[src/rtl/player_life_ctrl.sv]
// Purpose: player life/hit FSM (IDLE/PLAY/BLINK/OVER) with post-hit blink invulnerability window.
// Latency: every output is registered and reflects the state/counters one clock after the inputs are sampled.
// Backpressure: none; startGame/hitIn are level-sampled every cycle and never stalled.
module player_life_ctrl #(
   parameter int INIT_LIVES  = 3,
   parameter int BLINK_TICKS = 8,
   parameter int TICK_DIV    = 3125000
) (
   input  logic       clk,
   input  logic       reset,
   input  logic       startGame,
   input  logic       hitIn,
   output logic       playGame,
   output logic       playerHit,
   output logic       hidePlayer,
   output logic       invulnerable,
   output logic [1:0] lives,
   output logic       gameOver
);

   // Prescaler width: enough to hold TICK_DIV-1 (TICK_DIV >= 2 keeps this >= 1).
   localparam int              TW         = $clog2(TICK_DIV);
   localparam logic [TW-1:0]   TICK_LAST  = TW'(TICK_DIV - 1);
   localparam logic [1:0]      LIVES_INIT = 2'(INIT_LIVES);
   localparam logic [7:0]      BLINK_LOAD = 8'(BLINK_TICKS);

   // Out-of-range parameters would silently truncate the counters above.
   if (INIT_LIVES < 1 || INIT_LIVES > 3) begin : g_bad_lives
      $error("player_life_ctrl: INIT_LIVES must be 1..3");
   end
   if (BLINK_TICKS < 1 || BLINK_TICKS > 255) begin : g_bad_blink
      $error("player_life_ctrl: BLINK_TICKS must be 1..255");
   end
   if (TICK_DIV < 2 || TICK_DIV > 16777216) begin : g_bad_div
      $error("player_life_ctrl: TICK_DIV must be 2..2^24");
   end

   typedef enum logic [1:0] {
      IDLE  = 2'd0,
      PLAY  = 2'd1,
      BLINK = 2'd2,
      OVER  = 2'd3
   } state_t;

   state_t        state;
   state_t        state_nxt;
   logic [7:0]    blinkCnt;
   logic [7:0]    blinkCnt_nxt;
   logic [TW-1:0] tickCnt;
   logic [TW-1:0] tickCnt_nxt;
   logic [1:0]    lives_nxt;
   logic          hit_nxt;
   logic          playGame_nxt;
   logic          gameOver_nxt;
   logic          invulnerable_nxt;
   logic          hidePlayer_nxt;

   // Next-state and counter update: hits only count in PLAY, restarts only in IDLE/OVER,
   // and the prescaler only runs in BLINK (it is parked at 0 everywhere else).
   always_comb begin
      state_nxt    = state;
      lives_nxt    = lives;
      blinkCnt_nxt = blinkCnt;
      tickCnt_nxt  = '0;
      hit_nxt      = 1'b0;
      case (state)
         IDLE, OVER: begin
            if (startGame) begin
               state_nxt    = PLAY;
               lives_nxt    = LIVES_INIT;
               blinkCnt_nxt = 8'd0;
            end
         end
         PLAY: begin
            // A simultaneous startGame is deliberately not looked at here.
            if (hitIn) begin
               hit_nxt = 1'b1;
               if (lives > 2'd1) begin
                  lives_nxt    = lives - 2'd1;
                  blinkCnt_nxt = BLINK_LOAD;
                  state_nxt    = BLINK;
               end else begin
                  lives_nxt = 2'd0;
                  state_nxt = OVER;
               end
            end
         end
         BLINK: begin
            if (tickCnt == TICK_LAST) begin
               tickCnt_nxt = '0;
               if (blinkCnt <= 8'd1) begin
                  blinkCnt_nxt = 8'd0;
                  state_nxt    = PLAY;
               end else begin
                  blinkCnt_nxt = blinkCnt - 8'd1;
               end
            end else begin
               tickCnt_nxt = tickCnt + 1'b1;
            end
         end
         default: begin
            state_nxt    = IDLE;
            lives_nxt    = 2'd0;
            blinkCnt_nxt = 8'd0;
         end
      endcase
   end

   // Output decode from the upcoming state so the registered outputs line up with it.
   always_comb begin
      playGame_nxt     = 1'b0;
      gameOver_nxt     = 1'b0;
      invulnerable_nxt = 1'b0;
      hidePlayer_nxt   = 1'b0;
      case (state_nxt)
         PLAY: begin
            playGame_nxt = 1'b1;
         end
         BLINK: begin
            playGame_nxt     = 1'b1;
            invulnerable_nxt = 1'b1;
            hidePlayer_nxt   = blinkCnt_nxt[0];
         end
         OVER: begin
            gameOver_nxt = 1'b1;
         end
         default: begin
            playGame_nxt = 1'b0;
         end
      endcase
   end

   // State, counters and all outputs; reset clears everything immediately.
   always_ff @(posedge clk or posedge reset) begin
      if (reset) begin
         state        <= IDLE;
         lives        <= 2'd0;
         blinkCnt     <= 8'd0;
         tickCnt      <= '0;
         playGame     <= 1'b0;
         playerHit    <= 1'b0;
         hidePlayer   <= 1'b0;
         invulnerable <= 1'b0;
         gameOver     <= 1'b0;
      end else begin
         state        <= state_nxt;
         lives        <= lives_nxt;
         blinkCnt     <= blinkCnt_nxt;
         tickCnt      <= tickCnt_nxt;
         playGame     <= playGame_nxt;
         playerHit    <= hit_nxt;
         hidePlayer   <= hidePlayer_nxt;
         invulnerable <= invulnerable_nxt;
         gameOver     <= gameOver_nxt;
      end
   end

endmodule

[config.mk]
export PLATFORM = sky130hd
export DESIGN_NAME = player_life_ctrl
export DESIGN_NICKNAME = d
export VERILOG_FILES = /design/src/rtl/player_life_ctrl.sv
export SDC_FILE = /design/constraint.sdc
export NUM_CORES = 1
export LEC_CHECK = 0
export BUFFER_PORTS_ARGS = -buffer_cell sky130_fd_sc_hd__buf_2
export CAP_MARGIN = 20
export CORE_ASPECT_RATIO = 0.75
export CORE_MARGIN = 8
export CORE_UTILIZATION = 60
export DETAILED_ROUTE_END_ITERATION = 6
export PLACE_DENSITY = 0.78
export SLEW_MARGIN = 20
export SYNTH_ARGS = -nofsm -noshare
export SYNTH_HDL_FRONTEND = slang
export SYNTH_SLANG_ARGS = --single-unit
export TNS_END_PERCENT = 20
[constraint.sdc]
create_clock -name clk -period 5.65 [get_ports clk]
set_clock_uncertainty 0.05 [all_clocks]
set_input_delay 0.565 -clock clk [delete_from_list [all_inputs] [get_ports clk]]
set_output_delay 0.565 -clock clk [all_outputs]
set_load 0.05 [all_outputs]
Word level (Yosys, flattened, before mapping)
Index checks and enable logic that the tools add are counted.
- memories: 0
- latch bits: 0
- register bits after elaboration: 39
- ROM bits: 0
- output and inout port bits: 7
- bits in writable memories: 0
- input bits: 4
- magnitude comparators: 2
- add/subtract/negate cells: 3
- bitwise logic cells: 0
- equal/unequal tests: 11
- multipliers: 0
- mux-type cells: 24
- shifts and indexed selects: 0
- reductions and logical operators: 6
- divide/modulo/power cells: 0
- operators with widths (kind ; number):
    2-to-1 mux 22 bit ; 2
    2-to-1 mux 8 bit ; 5
    case mux 8 bit (3 select lines) ; 1
    adder 22 x 1 -> 22 bit (second input constant) ; 1
    == test 22 bit (second input constant) ; 1
    2-to-1 mux 2 bit ; 7
    == test 2 bit (second input constant) ; 4
    <= comparator 8 x 1 -> 1 bit (second input constant) ; 1
    != test 2 bit (second input constant) ; 4
    subtractor 8 x 1 -> 8 bit (second input constant) ; 1
    2-to-1 mux 1 bit ; 7
    case mux 2 bit (3 select lines) ; 1
    == test 2 x 1 -> 1 bit (second input constant) ; 2
    case mux 2 bit (2 select lines) ; 1
    AND reduction 4 bit ; 1
    OR reduction 2 bit ; 2
    AND reduction 3 bit ; 1
    greater-than comparator 2 x 1 -> 1 bit (second input constant) ; 1
    zero test 2 bit ; 1
    nonzero test 2 bit ; 1
    subtractor 2 x 1 -> 2 bit (second input constant) ; 1

Longest topological paths before layout
Gate-level depths: netlist of the first run.
- word-level depth: 7
- depth in mapped cells: 9
- gate-level depth less buffers: 9

Worst setup path after synthesis of the first run
OpenSTA, ideal clock, no wires.
- kind: register -> register
- from: register blinkCnt[3]
- to: register hidePlayer
- data required time: 5.477 ns
- library setup time: 0.123 ns
- path slack: 3.529 ns
- buffers on the path: 0
- cell stages (with the launch flop): 8
- data arrival time: 1.948 ns
- clock period less this slack: 2.121 ns
- path through: dfrtp_1 > or4_4 > or3_1 > nor3_2 > o22a_2 > o22ai_1 > ha_1 > a21boi_1
- cells in the longest elaborated chain, start to end: 6
- ends and longest elaborated chain (element ; line ; text):
    start: declaration ; 47 ; logic [7:0] blinkCnt;
    start signal: assignment ; 148 ; blinkCnt <= blinkCnt_nxt;
    <= comparator 8 x 1 -> 1 bit (*) ; 91 ; if (blinkCnt <= 8'd1) begin
    2-to-1 mux 2 bit ; 91 ;
    2-to-1 mux 2 bit ; 89 ; if (tickCnt == TICK_LAST) begin
    case mux 2 bit (3 select lines) ; 66 ; case (state)
    == test 2 bit ; 115 ; case (state_nxt)
    2-to-1 mux 1 bit (*) ; 115 ;
    net hidePlayer_nxt ; 56 ; logic hidePlayer_nxt;
    end signal: assignment ; 152 ; hidePlayer <= hidePlayer_nxt;
    end: declaration ; 15 ; output logic hidePlayer,
Mark *: on every way through the listed nets, which the timed path passes. The rest lies on a longest branch. The select of a mux whose other input is x is not followed.
A chain may end at the register's enable or synchronous reset.

Final worst setup path of the first run
- from: register tickCnt[0]
- to: register blinkCnt[3]
- cells in the longest elaborated chain, start to end: 3
- ends and longest elaborated chain (element ; line ; text):
    start: declaration ; 49 ; logic [TW-1:0] tickCnt;
    start signal: assignment ; 149 ; tickCnt <= tickCnt_nxt;
    == test 22 bit ; 89 ;
    != test 2 bit (no source line) ; n/a ;
    AND reduction 4 bit (no source line) ; n/a ;
Every way passes these cells.

==> flow_summary.ini, run 1 <==
[grt]
grt_pass1_vias = 1584
grt.total_usage = 0.166
antenna_found_initial = 0
grt_overflow = 0
grt_max_degree = 40
grt_pass1_wl_um = 7470

[finish]
multiInputGateArea_um2 = 1030
layout-drive-gt1-share = 0.126
fill_cells = 253
num-nets-final = 241
n_antenna_cell = 0
seqCellArea_um2 = 976
areaGrowthSynthToFinish_pct = 8.88

[clocking]
clkTransAtPathRegs_ns = 0.07
clk_path_buf_depth = 2
cts_root_buf = clkbuf_8
cts_resized = 0
insertion_delay_ns = 0.29
cts_made_buffers = 5
cts_setup_buffers = 0
cts_hold_buffers = 0
cts_tree = built
cts_sinks = 39
htree_levels = 2

[floorplan]
io_pins = 11
die_w_um = 84.1
die_h_um = 67.1
start_util = 0.630
dieArea_um2 = 5640
core_area_um2 = 3310
rows = 18

[critical_path]
path_delay_family = simple AND/OR/NAND/NOR gates
critPathBufInv = 0
critPathKind = register to register
crit_path_end_kind = register
max_stage_delay_ns = 0.68
path_cells = ha_1 -> nor4b_2 -> nand4_1 -> nor3_2 -> a31oi_1 -> o21ai_0
worst_setup_path_start_kind = register
worstPathArrival_ns = 2.52
cp.required_ns = 5.82
crit_slowest_cell = nor3_2
crit_path_max_fanout = 12

[synthesis]
yosysSeqAreaShare = 0.468
yosysMostFrequentCell = dfrtp_1
synth_area_leaders = dfrtp_1, xor2_1, nor2_1
ys_ff_latch = 39
synth_cells = 216
ys_async_sr_fraction = 1.00
synth_top_area_frac = 0.468
yosysWarnings = 0
syn_area_um2 = 2090
yosysUniqueCellTypes = 42
avgSynthCellArea_um2 = 9.66
synth_area_leader_cell = dfrtp_1
synth-main-ff-cell = dfrtp_1
synth-edff-count = 0
syn-num-nets = 227
synth_common_cells = dfrtp_1, nor2_1, nand3_1

[drt]
drt-total-wl_um = 4340
wl_per_cell_um = 16.0
vias = 1625
viasPerCell = 6.00
dr.pass1.iters = 4
drtIter0Drc = 126
ant_nets = 0
drc = 0

[min_path]
worstHoldPathType = primary input to async pin

[placed_design]
gp_congestion = 0.885
port_buffers = 10
dp_hpwl_um = 2980

[timing]
rsz0062_at_grt = false
fin_crit_sh = 0.416
maxSlewViolCount = 0
worstMarginPinSlew_ns = 0.709
timing.setup.tns_ns = 0
fin_crit_ns = 2.35
relSlewSlack = 0.525
hold_viol = 0
max_clock_freq_mhz = 425
setup-violations-final = 0

[power]
power.switching_w = 0.000292
power.density_nw_per_um2 = 347
pwr-share-seq = 0.409
pwr-share-clk = 0.260
peakVddDrop_mv = 0.348
p_comb_frac = 0.332
p_sw_frac = 0.370
intPower_w = 0.000496
p_total_w = 0.000788
leakage_nw = 0.993

[flow_run]
drv_cap = 0

[run_status]
status = complete, no violations
## worst min-delay path: cells and delay by family
kind,cells,cell delay (ns)
buffers and inverters,3,0.53
## sequential cells by signal, indices dropped and copies added, names as in the netlist, 2 cells and up
name      flops
state         2
lives         2
tickCnt      22
blinkCnt      8
## power by group through the flow
stage	logic (W)	clock network, W	registers [W]
after CTS	0.000262	0.000211	0.000322
after global routing	0.000285	0.000227	0.000326
after detailed placement	0.000260	0	0.000327
after floorplan	0.000143	0	0.000385
after global placement	0.000255	0	0.000325
final	0.000261	0.000205	0.000322
## logic make-up (layout without fill, tap and decap cells)
kind of cell,after synthesis,in the layout,share of synthesized area
AOI/OAI and AO/OA,29,29,0.0912
xor gates and xnor gates,20,20,0.0840
adders and majority gates,7,7,0.0420
buffers and inverters,17,32,0.0360
DFF,39,39,0.468
muxes,5,5,0.0240
and+or+nand+nor,99,99,0.255
## final timing paths
kind	start	to	slack [ns]	depth (start not counted)
max reg2reg	tickCnt[0]$_DFF_PP0_	blinkCnt[3]$_DFFE_PP0P_	3.30	6
min in group clk	tickCnt[0]$_DFF_PP0_	tickCnt[0]$_DFF_PP0_	0.44	1
max in group asynchronous	reset	tickCnt[17]$_DFF_PP0_	4.88	3
max	tickCnt[0]$_DFF_PP0_	blinkCnt[3]$_DFFE_PP0P_	3.30	6
min	reset	blinkCnt[5]$_DFFE_PP0P_	0.32	3
min reg2reg	tickCnt[0]$_DFF_PP0_	tickCnt[0]$_DFF_PP0_	0.44	1
## routing by layer
| metal | global-route usage | up-vias | part of all wire |
|---|---|---|---|
| li1 | - | 779 | - |
| met1 | 0.209 | 782 | 0.46 |
| met2 | 0.247 | 55 | 0.45 |
| met3 | 0.0633 | 9 | 0.068 |
| met4 | 0.0794 | 0 | 0.017 |
| met5 | 0 | - | 0 |
## cell type report
type | instances | share of cell area
inverter | 12 | 0.0198
tap | 40 | 0.0220
clock buffer | 8 | 0.0441
timing repair buffer | 12 | 0.0287
sequential | 39 | 0.430
multi-input combinational | 160 | 0.456
## through the flow
step	hold WS, ns	util	instance area (um2)	instances	setup slack (ns)
after floorplan	0.395	-	2090	216	3.53
after detailed placement	0.431	0.656	2170	263	3.34
after CTS	0.339	0.686	2270	271	3.32
after global placement	0.422	0.656	2170	263	3.38
after global routing	0.384	0.686	2270	271	3.09
final	0.317	0.686	2270	271	3.30
## cells in the final DEF (no fill, tap or decap), types with 4 or more instances in the layout
cell type  Yosys  layout
nand3_1       17      17
buf_2          3      10
clkbuf_8       0       7
a21oi_1        6       6
inv_1         12      12
xor2_1        16      16
nor2_1        29      29
dfrtp_1       39      39
mux2i_1        5       5
nor3_1         4       4
ha_1           7       7
nand4_1        7       7
o21ai_0       11      10
xnor2_1        4       4
nand2_1       14      14
No activity file was read; power rests on OpenSTA's default activity.
==> run 2: changes to the inputs <==
--- a/config.mk
+++ b/config.mk
@@ -5,6 +5,7 @@
 export SDC_FILE = /design/constraint.sdc
 export NUM_CORES = 1
 export LEC_CHECK = 0
+export ABC_AREA = 1
 export BUFFER_PORTS_ARGS = -buffer_cell sky130_fd_sc_hd__buf_2
 export CAP_MARGIN = 20
 export CORE_ASPECT_RATIO = 0.75
==> constraint.sdc (replaced) <==
create_clock -name clk -period 2.4 [get_ports clk]
set_clock_uncertainty 0.05 [all_clocks]
set_input_delay 0.24 -clock clk [delete_from_list [all_inputs] [get_ports clk]]
set_output_delay 0.24 -clock clk [all_outputs]
set_load 0.05 [all_outputs]
==> run 2 against run 1 <==
Global-route usage fell by 0.19 points; via count rose by 17%; clock power is 100% higher; total power rose to 2.8 times the previous value; final cell count rose by 35%; cell area rose by 9.1%; fmax grew 9.8%; worst hold slack worse by 0.31 ns; flip-flop and latch count unchanged; setup slack worse by 3.0 ns; critical endpoint is now playGame$_DFF_PP0_; largest cell class unchanged; highest routed layer unchanged.
==> flow_summary.ini, run 2 <==
[run_status]
status = complete, no violations

[grt]
antenna_found_initial = 0
grt_pass1_wl_um = 8090
grt.total_usage = 0.164
top_usage_layer = met2
grt_use_met2 = 0.238
grt_max_degree = 40
grt_use_met3 = 0.0379
grtUsageMet1 = 0.234
grt_pass1_vias = 1822
grt_overflow = 0

[critical_path]
cp-startpoint = tickCnt[0]$_DFF_PP0_
r2r-start = tickCnt[0]$_DFF_PP0_
worstPathArrival_ns = 2.27
critPathKind = register to register
crit_path_end_kind = register
worst_setup_path_start_kind = register
cp.required_ns = 2.53
ff2ff_path_depth = 12
crit_path_max_fanout = 11

[drt]
viasPerCell = 5.18
drt-total-wl_um = 4560
dr.pass1.iters = 4
ant_nets = 0
drtIter0Drc = 124
drc = 0
wl_per_cell_um = 12.5
vias = 1895

[clocking]
htree_levels = 2
cts_tree = built
cts_root_buf = clkbuf_8
cts_setup_buffers = 0
insertion_delay_ns = 0.28
cts_hold_buffers = 0
cts_made_buffers = 5
clk_path_buf_depth = 2
clkTransAtPathRegs_ns = 0.07
cts_resized = 0
cts_sinks = 39

[synthesis]
yosysWarnings = 0
synth_cells = 297
synth_top_area_frac = 0.424
yosysUniqueCellTypes = 26
yosysSeqAreaShare = 0.424
synth_common_cells = nand2_1, nor2_1, inv_1
synth-edff-count = 0
synth-main-ff-cell = dfrtp_1
synth_area_leaders = dfrtp_1, nand2_1, nor2_1
ys_async_sr_fraction = 1.00
syn-num-nets = 308
synth_area_leader_cell = dfrtp_1
avgSynthCellArea_um2 = 7.75
syn_area_um2 = 2300
ys_ff_latch = 39

[floorplan]
dieArea_um2 = 6090
core_area_um2 = 3660
start_util = 0.629
rows = 19
die_w_um = 87.5
die_h_um = 69.6
io_pins = 11

[power]
peakVddDrop_mv = 0.830
power.density_nw_per_um2 = 896
p_total_w = 0.00222
leakage_nw = 1.12

[placed_design]
placed_area_um2 = 2400
port_buffers = 10
gp_congestion = 0.858
dp_hpwl_um = 3390

[timing]
setup-violations-final = 0
relSlewSlack = 0.650
max_clock_freq_mhz = 467
worstMarginPinSlew_ns = 0.520
fin_crit_sh = 0.892
fin_crit_ns = 2.14
timing.setup.tns_ns = 0
hold_viol = 0
hold_ws_ns = 0.00348
maxSlewViolCount = 0
rsz0062_at_grt = false

[finish]
largestRegisters = tickCnt (22), blinkCnt (8)
num-nets-final = 324
final_cell_mix = nor2_1, nand2_1, inv_1
layout-drive-gt1-share = 0.156
largest_reg_flops = 22
top_register = tickCnt
fin_area_um2 = 2480
final_util = 0.677
n_antenna_cell = 0
areaGrowthSynthToFinish_pct = 7.72
fill_cells = 327
multiInputGateArea_um2 = 1130
seqCellArea_um2 = 976

[min_path]
worstHoldPathType = primary input to async pin

[flow_run]
drv_cap = 0
[run 2: cell types whose count changed after synthesis, moves of 4 or more]
| cell | delta |
|---|---|
| nand2_1 | +40 |
| nand2_2 | +9 |
| a21oi_1 | +6 |
| o21ai_2 | +7 |
| nor2_4 | +4 |
| xor2_1 | -9 |
| nor2_1 | +25 |
| inv_1 | +28 |
| mux2i_1 | -5 |
| nand4_1 | +5 |
| nand3_2 | +4 |
[run 2: cell families (layout without fill, tap and decap cells)]
logic type      Yosys count  count (layout)  share of synthesized area
buf+inv                  45              62                     0.0832
flops                    39              39                      0.424
simple gates            162             162                      0.329
xor+xnor                  9               9                     0.0343
fa+ha+maj                 7               7                     0.0381
compound gates           35              35                     0.0914
[run 2: critical path, cell delays in order, from the launching register on]
cell     delay, ns
dfrtp_1       0.39
ha_1          0.24
nand2_2       0.07
inv_1         0.09
nand3_2       0.09
nor2_4        0.14
nand2_2       0.07
nand2_2       0.11
inv_2         0.13
o21ai_1       0.14
o21ai_0       0.17
ha_1          0.32
inv_1         0.03
[run 2: power breakdown]
part	switching [W]	leakage [nW]	internal (W)
clock network	0.000216	0.0422	0.000204
logic	0.000724	0.550	0.000278
registers	0.0000542	0.532	0.000743
total	0.000995	1.12	0.00123
[run 2: layer usage]
| metal | up-vias | share of wire |
|---|---|---|
| li1 | 976 | - |
| met1 | 882 | 0.52 |
| met2 | 33 | 0.43 |
| met3 | 4 | 0.049 |
| met4 | 0 | 0.0068 |
| met5 | - | 0 |
[run 2: area by class of cell]
type,count,area share
timing repair buffer,12,0.0262
sequential,39,0.394
multi-input combinational,213,0.457
clock inverter,1,0.00202
tap,52,0.0262
inverter,42,0.0636
clock buffer,7,0.0308
[run 2: metrics by stage]
stage / cells / setup slack [ns]
2_1_floorplan: 297 / 0.478
3_3_place_gp: 358 / 0.350
3_5_place_dp: 358 / 0.284
4_1_cts: 366 / 0.265
5_1_grt: 366 / 0.0648
6_report: 366 / 0.258
[run 2: final timing paths]
path | slack (ns) | endpoint
max | 0.26 | playGame$_DFF_PP0_
min | 0.003 | tickCnt[3]$_DFF_PP0_
max reg2reg | 0.26 | playGame$_DFF_PP0_
min reg2reg | 0.44 | tickCnt[0]$_DFF_PP0_
max in group asynchronous | 1.95 | blinkCnt[2]$_DFFE_PP0P_
min in group clk | 0.20 | playerHit$_DFF_PP0_
==> run 3: changes to the inputs <==
--- a/config.mk
+++ b/config.mk
@@ -12,7 +12,7 @@
 export CORE_MARGIN = 8
 export CORE_UTILIZATION = 60
 export DETAILED_ROUTE_END_ITERATION = 6
-export PLACE_DENSITY = 0.78
+export PLACE_DENSITY = 0.76
 export SLEW_MARGIN = 20
 export SYNTH_ARGS = -nofsm -noshare
 export SYNTH_HDL_FRONTEND = slang
==> run 3 against run 2 <==
Cell area increased by 1.2%; worst hold slack better by 0.0043 ns; flip-flop and latch count stayed put; sequential share of layout area is 0.47 points lower; clock power rose by 25%; core utilization is 0.82 points higher; non-clock buffer count stayed put; setup slack about the same; via count is the same; largest cell class unchanged; largest power group unchanged; highest routed layer unchanged.
==> flow_summary.ini, run 3 (same netlist as run 2, synthesis figures left out) <==
[run_status]
status = complete, no violations

[finish]
largestRegisters = tickCnt (22), blinkCnt (8)
fill_cells = 343
layout-drive-gt1-share = 0.160
largest_reg_flops = 22
n_antenna_cell = 0
seqCellArea_um2 = 976
num-nets-final = 324
areaGrowthSynthToFinish_pct = 9.03
fin_area_um2 = 2510
multiInputGateArea_um2 = 1140
top_register = tickCnt
final_cell_mix = nor2_1, nand2_1, inv_1

[critical_path]
critPathKind = register to register
worstPathArrival_ns = 2.28
ff2ff_path_depth = 12
critPathBufInv = 3
path_cells = ha_1 -> nand2_2 -> inv_1 -> nand3_2 -> nor2_4 -> nand2_2 -> nand2_4 -> inv_2 -> o21ai_1 -> o21ai_0 -> ha_1 -> inv_1
max_stage_delay_ns = 0.40
timing.rr.end = playGame$_DFF_PP0_
crit_slowest_cell = dfrtp_1
ff2ff_setup_slack_ns = 0.26
cp.required_ns = 2.54
crit_path_max_fanout = 11
worst_setup_path_start_kind = register
path_delay_family = adder cells
r2r-start = tickCnt[0]$_DFF_PP0_
crit_path_end_kind = register

[drt]
wl_per_cell_um = 13.4
viasPerCell = 5.19
drc = 0
ant_nets = 0
drt-total-wl_um = 4880
vias = 1895
drtIter0Drc = 146
dr.pass1.iters = 4

[grt]
grt_pass1_vias = 1799
antenna_found_initial = 0
grt_overflow = 0
grt_max_degree = 40
grt.total_usage = 0.178
grt_pass1_wl_um = 8540

[timing]
maxSlewViolCount = 0
relSlewSlack = 0.638
worstMarginPinSlew_ns = 0.537
rsz0062_at_grt = false
max_clock_freq_mhz = 467
hold_viol = 0
setup-violations-final = 0
fin_crit_sh = 0.892
fin_crit_ns = 2.14
timing.setup.tns_ns = 0

[floorplan]
die_h_um = 69.6
rows = 19
io_pins = 11
start_util = 0.629
core_area_um2 = 3660
dieArea_um2 = 6090
die_w_um = 87.5

[clocking]
insertion_delay_ns = 0.29
htree_levels = 2
cts_sinks = 39
clkTransAtPathRegs_ns = 0.08
cts_tree = built
cts_made_buffers = 5
cts_root_buf = clkbuf_8
clk_path_buf_depth = 2
cts_setup_buffers = 0

[power]
peakVddDrop_mv = 0.899
leakage_nw = 1.13
power.density_nw_per_um2 = 932

[placed_design]
port_buffers = 10
gp_congestion = 0.872
placed_area_um2 = 2400
dp_hpwl_um = 3580

[flow_run]
drv_cap = 0

[min_path]
worstHoldPathType = primary input to async pin
run 3: cell types whose count changed in the layout (fill, tap and decap cells not counted), sizes merged:
cell / previous run / this run
bufinv: 0 / 1
clkbuf: 7 / 5
clkinv: 1 / 0
clkinvlp: 0 / 1
run 3: worst max-delay path by stage:
stage / endpoint / start / depth (start not counted)
4_1_cts: playGame$_DFF_PP0_ / tickCnt[0]$_DFF_PP0_ / 12
2_1_floorplan: playGame$_DFF_PP0_ / tickCnt[0]$_DFF_PP0_ / 13
5_1_grt: hidePlayer$_DFF_PP0_ / blinkCnt[0]$_DFF_PP0_ / 12
6_report: playGame$_DFF_PP0_ / tickCnt[0]$_DFF_PP0_ / 12
3_3_place_gp: playGame$_DFF_PP0_ / tickCnt[0]$_DFF_PP0_ / 12
3_5_place_dp: playGame$_DFF_PP0_ / tickCnt[0]$_DFF_PP0_ / 12
run 3: final cells by class:
| cell class | count | share of cell area |
|---|---|---|
| clock buffer | 5 | 0.0274 |
| clock inverter | 2 | 0.0150 |
| inverter | 42 | 0.0628 |
| multi-input combinational | 213 | 0.454 |
| sequential | 39 | 0.389 |
| tap | 52 | 0.0259 |
| timing repair buffer | 12 | 0.0259 |
run 3: layer usage:
metal,global-route usage,vias up,share of wire
li1,-,976,-
met1,0.266,861,0.53
met2,0.240,53,0.39
met3,0.0497,5,0.069
met4,0.0494,0,0.0082
met5,0,-,0
run 3: worst min-delay path, delay by kind of cell:
kind,cells,cell delay (ns)
buffers and inverters,3,0.56
run 3: what timing repair did:
action / 4_1_cts / 5_1_grt
gates resized for setup: 0 / 1
setup endpoints to repair: 0 / 2
hold buffers: 0 / 0
run 3: report_power, final:
| group | internal, W | switching, W |
|---|---|---|
| clock | 0.000304 | 0.000223 |
| combinational | 0.000281 | 0.000736 |
| sequential | 0.000743 | 0.0000526 |
| total | 0.00133 | 0.00101 |
run 3: stage by stage:
stage / cells / setup WS [ns] / hold slack (ns) / util / power [W]
floorplan: 297 / 0.478 / 0.343 / - / 0.00163
detailed placement: 358 / 0.262 / 0.336 / 0.655 / 0.00180
global route: 365 / 0.0253 / 0.0607 / 0.685 / 0.00253
finish: 365 / 0.258 / 0.00775 / 0.685 / 0.00234
CTS: 365 / 0.235 / 0.0193 / 0.684 / 0.00235
global placement: 358 / 0.376 / 0.334 / 0.655 / 0.00179
